<file path="config.mk">
export PLATFORM = sky130hd
export DESIGN_NAME = pipe_elastic_chain
export DESIGN_NICKNAME = d
export VERILOG_FILES = /design/src/rtl/pipe_elastic_chain.sv
export SDC_FILE = /design/constraint.sdc
export NUM_CORES = 1
export LEC_CHECK = 0
export CAP_MARGIN = 40
export CORE_MARGIN = 3
export CORE_UTILIZATION = 53
export CTS_CLUSTER_SIZE = 20
export DETAILED_ROUTE_END_ITERATION = 6
export PLACE_DENSITY = 0.81
export SYNTH_ARGS = -nofsm -noshare
export SYNTH_HDL_FRONTEND = slang
export SYNTH_SLANG_ARGS = --single-unit
export TNS_END_PERCENT = 20
</file>
<file path="constraint.sdc">
create_clock -name clk_i -period 3.1 [get_ports clk_i]
set_input_delay 0.465 -clock clk_i [delete_from_list [all_inputs] [get_ports clk_i]]
set_output_delay 0.465 -clock clk_i [all_outputs]
set_load 0.02 [all_outputs]
</file>
<file path="src/rtl/pipe_elastic_chain.sv">
// ---------------------------------------------------------------------------
// pipe_elastic_chain
//
// Parametrised elastic pipeline-register chain. STAGES slots each hold a
// DATA_W payload and a valid bit. Flow control is valid/ready with a
// combinational backward ready chain, so bubbles collapse and the chain
// sustains one payload per cycle. A global stall freezes everything. A
// partial flush kills the youngest slots and keeps the oldest flush_keep_i.
// Saturating counters record stall and flush cycles.
//
// Slot 0 is nearest the input. Slot STAGES-1 drives the output.
//
// Ports
//   clk_i         rising-edge clock
//   reset_i       synchronous, active-high reset
//   in_valid_i    upstream payload valid
//   in_ready_o    chain accepts a payload this cycle
//   in_data_i     upstream payload
//   out_valid_o   slot STAGES-1 holds a deliverable payload
//   out_ready_i   downstream accepts the payload
//   out_data_o    payload in slot STAGES-1 (always shown)
//   stall_i       freeze the whole chain
//   flush_i       kill the youngest slots (overrides stall)
//   flush_keep_i  number of oldest slots that survive a flush
//   occupancy_o   registered count of valid slots
//   stall_cnt_o   saturating count of cycles with stall_i=1
//   flush_cnt_o   saturating count of cycles with flush_i=1
// ---------------------------------------------------------------------------
module pipe_elastic_chain #(
  parameter int DATA_W = 32,
  parameter int STAGES = 4,
  parameter int CNT_W  = 16,
  parameter int OCC_W  = $clog2(STAGES + 1)
) (
  input  logic              clk_i,
  input  logic              reset_i,
  input  logic              in_valid_i,
  output logic              in_ready_o,
  input  logic [DATA_W-1:0] in_data_i,
  output logic              out_valid_o,
  input  logic              out_ready_i,
  output logic [DATA_W-1:0] out_data_o,
  input  logic              stall_i,
  input  logic              flush_i,
  input  logic [OCC_W-1:0]  flush_keep_i,
  output logic [OCC_W-1:0]  occupancy_o,
  output logic [CNT_W-1:0]  stall_cnt_o,
  output logic [CNT_W-1:0]  flush_cnt_o
);

  logic [STAGES-1:0] v_q, v_d;
  logic [DATA_W-1:0] data_q [STAGES];
  logic [DATA_W-1:0] data_d [STAGES];
  logic [STAGES-1:0] rdy;
  logic [OCC_W-1:0]  occ_q, occ_d;
  logic [CNT_W-1:0]  stall_cnt_q, stall_cnt_d;
  logic [CNT_W-1:0]  flush_cnt_q, flush_cnt_d;

  // Backward ready chain: a slot can load when it is empty or when the slot
  // after it is loading too. The running value is carried in a local so the
  // rdy vector never depends on itself.
  always_comb begin : ready_chain
    logic r;
    // NOTE: every variable written in a combinational block gets a default
    // first, so no path can leave it unassigned and infer a latch.
    r   = out_ready_i;
    rdy = '0;
    for (int k = STAGES - 1; k >= 0; k--) begin
      r      = ~v_q[k] | r;
      rdy[k] = r;
    end
  end

  assign in_ready_o  = rdy[0] & ~stall_i & ~flush_i;
  // Valid may drop under stall/flush without a transfer having happened.
  assign out_valid_o = v_q[STAGES-1] & ~stall_i & ~flush_i;
  assign out_data_o  = data_q[STAGES-1];
  assign occupancy_o = occ_q;
  assign stall_cnt_o = stall_cnt_q;
  assign flush_cnt_o = flush_cnt_q;

  // Slot next-state: flush clears valids only, stall holds, otherwise each
  // ready slot loads from its source (input for slot 0).
  always_comb begin : slot_next
    v_d    = v_q;
    data_d = data_q;
    if (flush_i) begin
      for (int k = 0; k < STAGES; k++) begin
        if ((32'(k) + 32'(flush_keep_i)) < 32'(STAGES)) begin
          v_d[k] = 1'b0;
        end
      end
    end else if (!stall_i) begin
      if (rdy[0]) begin
        v_d[0]    = in_valid_i;
        data_d[0] = in_data_i;
      end
      for (int k = 1; k < STAGES; k++) begin
        if (rdy[k]) begin
          v_d[k]    = v_q[k-1];
          data_d[k] = data_q[k-1];
        end
      end
    end
  end

  // Occupancy is registered: popcount of the next valid vector.
  always_comb begin : occ_next
    occ_d = '0;
    for (int k = 0; k < STAGES; k++) begin
      occ_d = occ_d + OCC_W'(v_d[k]);
    end
  end

  // Counters stick at all-ones instead of wrapping.
  always_comb begin : cnt_next
    stall_cnt_d = stall_cnt_q;
    flush_cnt_d = flush_cnt_q;
    if (stall_i && (stall_cnt_q != {CNT_W{1'b1}})) begin
      stall_cnt_d = stall_cnt_q + CNT_W'(1);
    end
    if (flush_i && (flush_cnt_q != {CNT_W{1'b1}})) begin
      flush_cnt_d = flush_cnt_q + CNT_W'(1);
    end
  end

  // NOTE: state registers use non-blocking assignments so every flop samples
  // the pre-edge values regardless of statement order.
  always_ff @(posedge clk_i) begin
    if (reset_i) begin
      v_q         <= '0;
      occ_q       <= '0;
      stall_cnt_q <= '0;
      flush_cnt_q <= '0;
      // NOTE: payload registers are reset too, because out_data_o must read
      // zero after reset; this costs a reset net on every data flop.
      for (int k = 0; k < STAGES; k++) begin
        data_q[k] <= '0;
      end
    end else begin
      v_q         <= v_d;
      occ_q       <= occ_d;
      stall_cnt_q <= stall_cnt_d;
      flush_cnt_q <= flush_cnt_d;
      for (int k = 0; k < STAGES; k++) begin
        data_q[k] <= data_d[k];
      end
    end
  end

endmodule

</file>
# --- Yosys cells after proc, flatten, opt, wreduce, memory -nomap -nowiden ---
# Cells that the tools add are included.
totals:
  reg_bits: 167
  inputBits: 41
  out_inout_bits: 69
  wordCells: 52
op_classes:
  addsub: 8
  n_lt_le_gt_ge: 4
  eq_ne: 2
  n_mux: 10
  bitwise: 14
  reduce_logical: 6
ops:
  columns: ["operator", "count"]
  rows:
  - ["16-bit by 1-bit adder with 16-bit output, second input constant", 2]
  - ["16-bit inequality test, second input constant", 2]
  - ["4-bit by 3-bit < comparator with 1-bit output, second input constant", 3]
  - ["3-bit AND reduction", 4]
  - ["2-bit by 3-bit adder with 4-bit output, first input constant", 2]
  - ["1-bit two-way mux", 8]
  - ["4-bit two-way mux", 2]
  - ["1-bit NOT", 6]
  - ["1-bit by 3-bit adder with 4-bit output, first input constant", 1]
  - ["1-bit AND", 4]
  - ["1-bit OR", 4]
  - ["2-bit by 1-bit adder with 3-bit output", 1]
  - ["3-bit by 1-bit adder with 3-bit output", 1]
  - ["3-bit < comparator, second input constant", 1]
  - ["1-bit by 1-bit adder with 2-bit output", 1]
  - ["1-bit logical AND", 2]

# --- Logic depth before layout (Yosys ltp) ---
logic_depth:
  word_depth: 11
  mapped_depth: 10
  mapped_depth_nobuf: 8

# --- Worst setup path after synthesis ---
# OpenSTA, ideal clock, no wires.
synth_path:
  path_kind: "input port to flip-flop"
  startpoint: "input port out_ready_i"
  endpoint: "register occ_q[1], in the netlist occupancy_o[1]"
  setup_time_ns: 0.128
  t_arrival_ns: 2.321
  required_ns: 2.972
  setup_slack_ns: 0.651
  path_stages: 9
  n_path_buf: 1
  cell_sequence: "and4b_1 nand2b_1 clkbuf_1 nor2_1 a211oi_1 fa_1 ha_1 ha_1 nor2b_1"
synth_via:
  elab_chain_cells: 10
  word_cells_on_any_way: 13
  classes_between: "add/sub: 3; mux: 6; bitwise: 4"
synth_rtl:
  columns: ["item", "line_no", "source"]
  rows:
  - ["start: declaration", "41", "input logic out_ready_i,"]
  - ["1-bit OR (4 in series)", "69", "r = ~v_q[k] | r;"]
  - ["1-bit two-way mux", "94", "if (rdy[0]) begin"]
  - ["4-bit two-way mux", "93", "end else if (!stall_i) begin"]
  - ["4-bit two-way mux", "87", "if (flush_i) begin"]
  - ["via v_d[0]", "51", "logic [STAGES-1:0] v_q, v_d;"]
  - ["1-bit by 1-bit adder with 2-bit output", "111", "occ_d = occ_d + OCC_W'(v_d[k]);"]
  - ["2-bit by 1-bit adder with 3-bit output", "111", null]
  - ["3-bit by 1-bit adder with 3-bit output", "111", null]
  - ["via occ_d[1]", "55", "logic [OCC_W-1:0] occ_q, occ_d;"]
  - ["end signal: assignment", "132", "occ_q <= '0;"]
  - ["end signal: assignment", "142", "occ_q <= occ_d;"]
  - ["end: declaration", "55", null]
# The timed path passes the listed nets, and every way through them passes these cells.
# A chain may end at the register's enable or synchronous reset.

# --- Worst setup path in the final report ---
layout_path:
  startpoint: "input port stall_i"
  endpoint: "output port in_ready_o"
layout_via:
  elab_chain_cells: 3
layout_rtl:
  columns: ["item", "line_no", "source"]
  rows:
  - ["start: declaration", "43", "input logic stall_i,"]
  - ["1-bit NOT (no source line)", null, null]
  - ["1-bit AND (2 in series)", "74", "assign in_ready_o = rdy[0] & ~stall_i & ~flush_i;"]
  - ["end: declaration", "38", "output logic in_ready_o,"]
# Every way passes these cells.

==> impl_metrics.py <==
metrics = {
    "job": {
        "max_cap_violations": 0,
    },
    "final_layout": {
        "final-instance-count-excl-fill": 1033,
        "syn_to_final_growth_pct": 25.0,
        "final_area_um2": 8160,
        "drive_above_1_share_pct": 6.63,
        "diodes": 0,
        "num-nets-final": 923,
    },
    "yosys": {
        "synth.yosys.warnings": 0,
        "synth-edff-count": 0,
        "syn_nets": 862,
        "syn_area_um2": 6530,
        "synth_area_per_cell_um2": 8.01,
        "synthesis.instances": 816,
        "yosys.cell_types.count": 43,
        "synth_ff_type": "sky130_fd_sc_hd__dfxtp_1",
        "async_set_reset_flop_share_out_of_synthesis_pct": 0,
        "ys_seq_area_share_pct": 51.2,
        "number_of_flip_flops_and_latches_in_the_synthesized_netlist": 167,
    },
    "power_and_ir_drop": {
        "power_density_nw_per_um2": 588,
        "max-vdd-ir-drop_uv": 384,
        "cellLeakagePower_nw": 2.74,
    },
    "setup_path": {
        "crit_arrival_ns": 2.42,
        "timing.setup.critical_path_class": "in -> out",
        "path_max_fanout": 7,
        "regToRegEndpoint": "occupancy_o[1]",
        "crit_path_start_kind": "primary input",
        "critPathCaptureType": "primary output",
        "worst_ep_required_time_ns": 2.63,
        "timing.reg2reg.setup_slack_ns": 0.65,
        "timing.reg2reg.worst_path_depth": 8,
        "worstReg2RegStart": "v_q[3]",
    },
    "floorplanning": {
        "io-pin-count": 110,
        "initial_core_util_pct": 55.8,
        "design.core.area_um2": 11700,
        "fp.dieArea_um2": 13700,
        "fp.dieW_um": 117,
        "floorplan.die.height_um": 117,
        "placement_rows": 39,
    },
    "placed_design": {
        "dp.cells": 1001,
        "dp.final_hpwl_um": 9870,
        "io_buffers": 109,
        "placed_cell_area_um2": 7500,
        "gp_congestion": 0.873,
    },
    "grt": {
        "number_of_antenna_violations_at_the_first_check_in_global_routing": 0,
        "gr-usage-all-layers_pct": 22.5,
        "total_overflow_reported_by_the_global_router": 0,
        "grt_start_max_net_pins": 88,
        "grt_first_pass_wirelength_um": 24700,
        "first_global_vias": 5388,
    },
    "sta": {
        "maxSlewViolCount": 0,
        "timing_hold_violations_final": 0,
        "max_clock_freq_mhz": 346,
        "final_period_minus_worst_setup_slack_ns": 2.89,
        "final_min_period_over_clock_period_pct": 93.2,
        "setup_viol_count_final": 0,
        "setup_tns_ns": 0,
        "unrepaired_setup_endpoints_after_global_routing": "false",
        "worst_slew_pin_slew_ns": 0.840,
        "slew_headroom_pct": 44.0,
        "final.setup_skew_ns": 0.00816,
    },
    "detailed_routing": {
        "ant_nets": 0,
        "drt-pass1-iter-count": 5,
        "detail_route.vias_per_cell": 5.50,
        "finalWirelength_um": 15100,
        "drcViolationCount": 0,
        "routed_wire_length_per_instance_um": 14.6,
        "drt_iter0_drc": 519,
        "route.vias.total": 5680,
    },
    "worst_hold_path": {
        "hold_path.startpoint": "data_q[84]",
        "worstHoldPathCells": 2,
        "whs_endpoint": "data_q[52]",
        "min_path_type": "reg -> reg",
    },
    "outcome": {
        "outcome": "finished, final reports clean",
    },
    "cts": {
        "cts_max_path_buffers": 2,
        "cts_num_sinks": 167,
        "clk_latency_ns": 0.42,
        "cts-buffers-inserted": 17,
        "cts-hold-fix-buffers": 0,
        "root_buffer": "sky130_fd_sc_hd__clkbuf_16",
        "postCtsSetupRepairBufs": 0,
        "path_clk_slew_ns": 0.06,
        "cts_tree": "built",
        "post_cts_resized": 0,
        "cts-htree-levels": 4,
    },
}
==> report_power, final <==
part / total (W) / switching (W) / internal [W]
Clock: 0.00232 / 0.000828 / 0.00149
Combinational: 0.000266 / 0.000160 / 0.000107
Sequential: 0.00221 / 0.0000256 / 0.00218
Total: 0.00480 / 0.00101 / 0.00378
==> worst max-delay path, stage by stage <==
cell and delay, ns:
sky130_fd_sc_hd__clkdlybuf4s50_1 0.60, sky130_fd_sc_hd__or2_2 0.43, sky130_fd_sc_hd__a21o_1 0.18, sky130_fd_sc_hd__inv_1 0.11, sky130_fd_sc_hd__clkdlybuf4s50_1 0.63
==> cells by family after synthesis <==
| kind of cell | after synthesis | synth area share [%] |
|---|---|---|
| adders and majority gates | 5 | 1.07 |
| AOI/OAI and AO/OA | 197 | 16.3 |
| xor gates and xnor gates | 2 | 0.268 |
| and+or+nand+nor | 355 | 23.8 |
| buffers and inverters | 87 | 6.90 |
| DFF | 167 | 51.2 |
| muxes | 3 | 0.479 |
==> sequential cells by signal, summed over array words and instances (netlist names) <==
signal       count
data_q          96
out_data_o      32
flush_cnt_o     16
stall_cnt_o     16
v_q              4
occupancy_o      3
==> synth_stat cells, types with 2 or more instances <==
master	instances	area (um2)
sky130_fd_sc_hd__or2_2	3	18.8
sky130_fd_sc_hd__nor3_1	4	20.0
sky130_fd_sc_hd__buf_1	2	7.51
sky130_fd_sc_hd__nand3_1	11	55.1
sky130_fd_sc_hd__nand2b_1	4	25.0
sky130_fd_sc_hd__or4_1	13	97.6
sky130_fd_sc_hd__buf_4	32	240
sky130_fd_sc_hd__nor2b_1	8	50.1
sky130_fd_sc_hd__or3_1	10	62.6
sky130_fd_sc_hd__a21o_1	2	15.0
sky130_fd_sc_hd__dfxtp_1	167	3340
sky130_fd_sc_hd__buf_2	3	15.0
sky130_fd_sc_hd__nand4_1	8	50.1
sky130_fd_sc_hd__nand2_1	270	1010
sky130_fd_sc_hd__clkbuf_1	42	158
sky130_fd_sc_hd__o31ai_1	14	105
sky130_fd_sc_hd__mux2i_1	2	20.0
sky130_fd_sc_hd__nor2_1	13	48.8
sky130_fd_sc_hd__ha_1	4	50.1
sky130_fd_sc_hd__a21oi_1	156	781
sky130_fd_sc_hd__inv_1	8	30.0
sky130_fd_sc_hd__xor2_1	2	17.5
sky130_fd_sc_hd__a211oi_1	4	30.0
sky130_fd_sc_hd__o21ai_0	15	75.1
==> area by class of cell <==
type / instances / area, um2
Fill cell: 925 / 3550
Sequential cell: 167 / 3340
Multi-Input combinational cell: 562 / 2750
Timing Repair Buffer: 121 / 1200
Clock buffer: 20 / 467
Clock inverter: 12 / 195
Tap cell: 143 / 179
Inverter: 8 / 30.0
==> routing by layer <==
metal	GRT usage [%]	wire length (um)	vias to the layer above
li1	-	-	2837
met3	4.37	757	33
met1	26.0	6170	2633
met5	0	0	-
met2	40.6	7860	177
met4	9.63	318	0
==> how the worst max path moves through the flow <==
stage	startpoint	endpoint	slack, ns	depth (start not counted)
after floorplan	out_ready_i	occupancy_o[1]	0.65	9
after global placement	out_ready_i	occupancy_o[1]	0.20	9
after detailed placement	out_ready_i	occupancy_o[1]	0.05	9
after CTS	stall_i	in_ready_o	0.27	5
after global routing	stall_i	in_ready_o	0.19	5
final	stall_i	in_ready_o	0.21	5
==> metrics by stage <==
| stage | util (%) | worst slack, ns | hold slack (ns) | total power [W] |
|---|---|---|---|---|
| after floorplan | - | 0.651 | 0.432 | 0.00240 |
| after global placement | 64.1 | 0.200 | 0.437 | 0.00251 |
| after detailed placement | 64.1 | 0.0481 | 0.443 | 0.00252 |
| after CTS | 69.7 | 0.271 | 0.450 | 0.00482 |
| after global routing | 69.7 | 0.185 | 0.464 | 0.00494 |
| final | 69.7 | 0.212 | 0.449 | 0.00480 |
==> cell usage in the layout, fill, tap and decap left out, types with 4 or more instances in the layout <==
cell / synthesis / final
sky130_fd_sc_hd__nand2b_1: 4 / 4
sky130_fd_sc_hd__nor3_1: 4 / 4
sky130_fd_sc_hd__nor2b_1: 8 / 8
sky130_fd_sc_hd__or4_1: 13 / 13
sky130_fd_sc_hd__clkinv_2: 0 / 4
sky130_fd_sc_hd__nand4_1: 8 / 8
sky130_fd_sc_hd__nand3_1: 11 / 11
sky130_fd_sc_hd__clkdlybuf4s50_1: 0 / 108
sky130_fd_sc_hd__a21oi_1: 156 / 156
sky130_fd_sc_hd__bufinv_16: 0 / 5
sky130_fd_sc_hd__inv_1: 8 / 8
sky130_fd_sc_hd__o31ai_1: 14 / 14
sky130_fd_sc_hd__nand2_1: 270 / 270
sky130_fd_sc_hd__o21ai_0: 15 / 15
sky130_fd_sc_hd__clkbuf_16: 0 / 17
sky130_fd_sc_hd__nor2_1: 13 / 10
sky130_fd_sc_hd__buf_4: 32 / 11
sky130_fd_sc_hd__dfxtp_1: 167 / 167
sky130_fd_sc_hd__ha_1: 4 / 4
sky130_fd_sc_hd__a211oi_1: 4 / 4
sky130_fd_sc_hd__or3_1: 10 / 10
(Power assumes the default switching activity.)
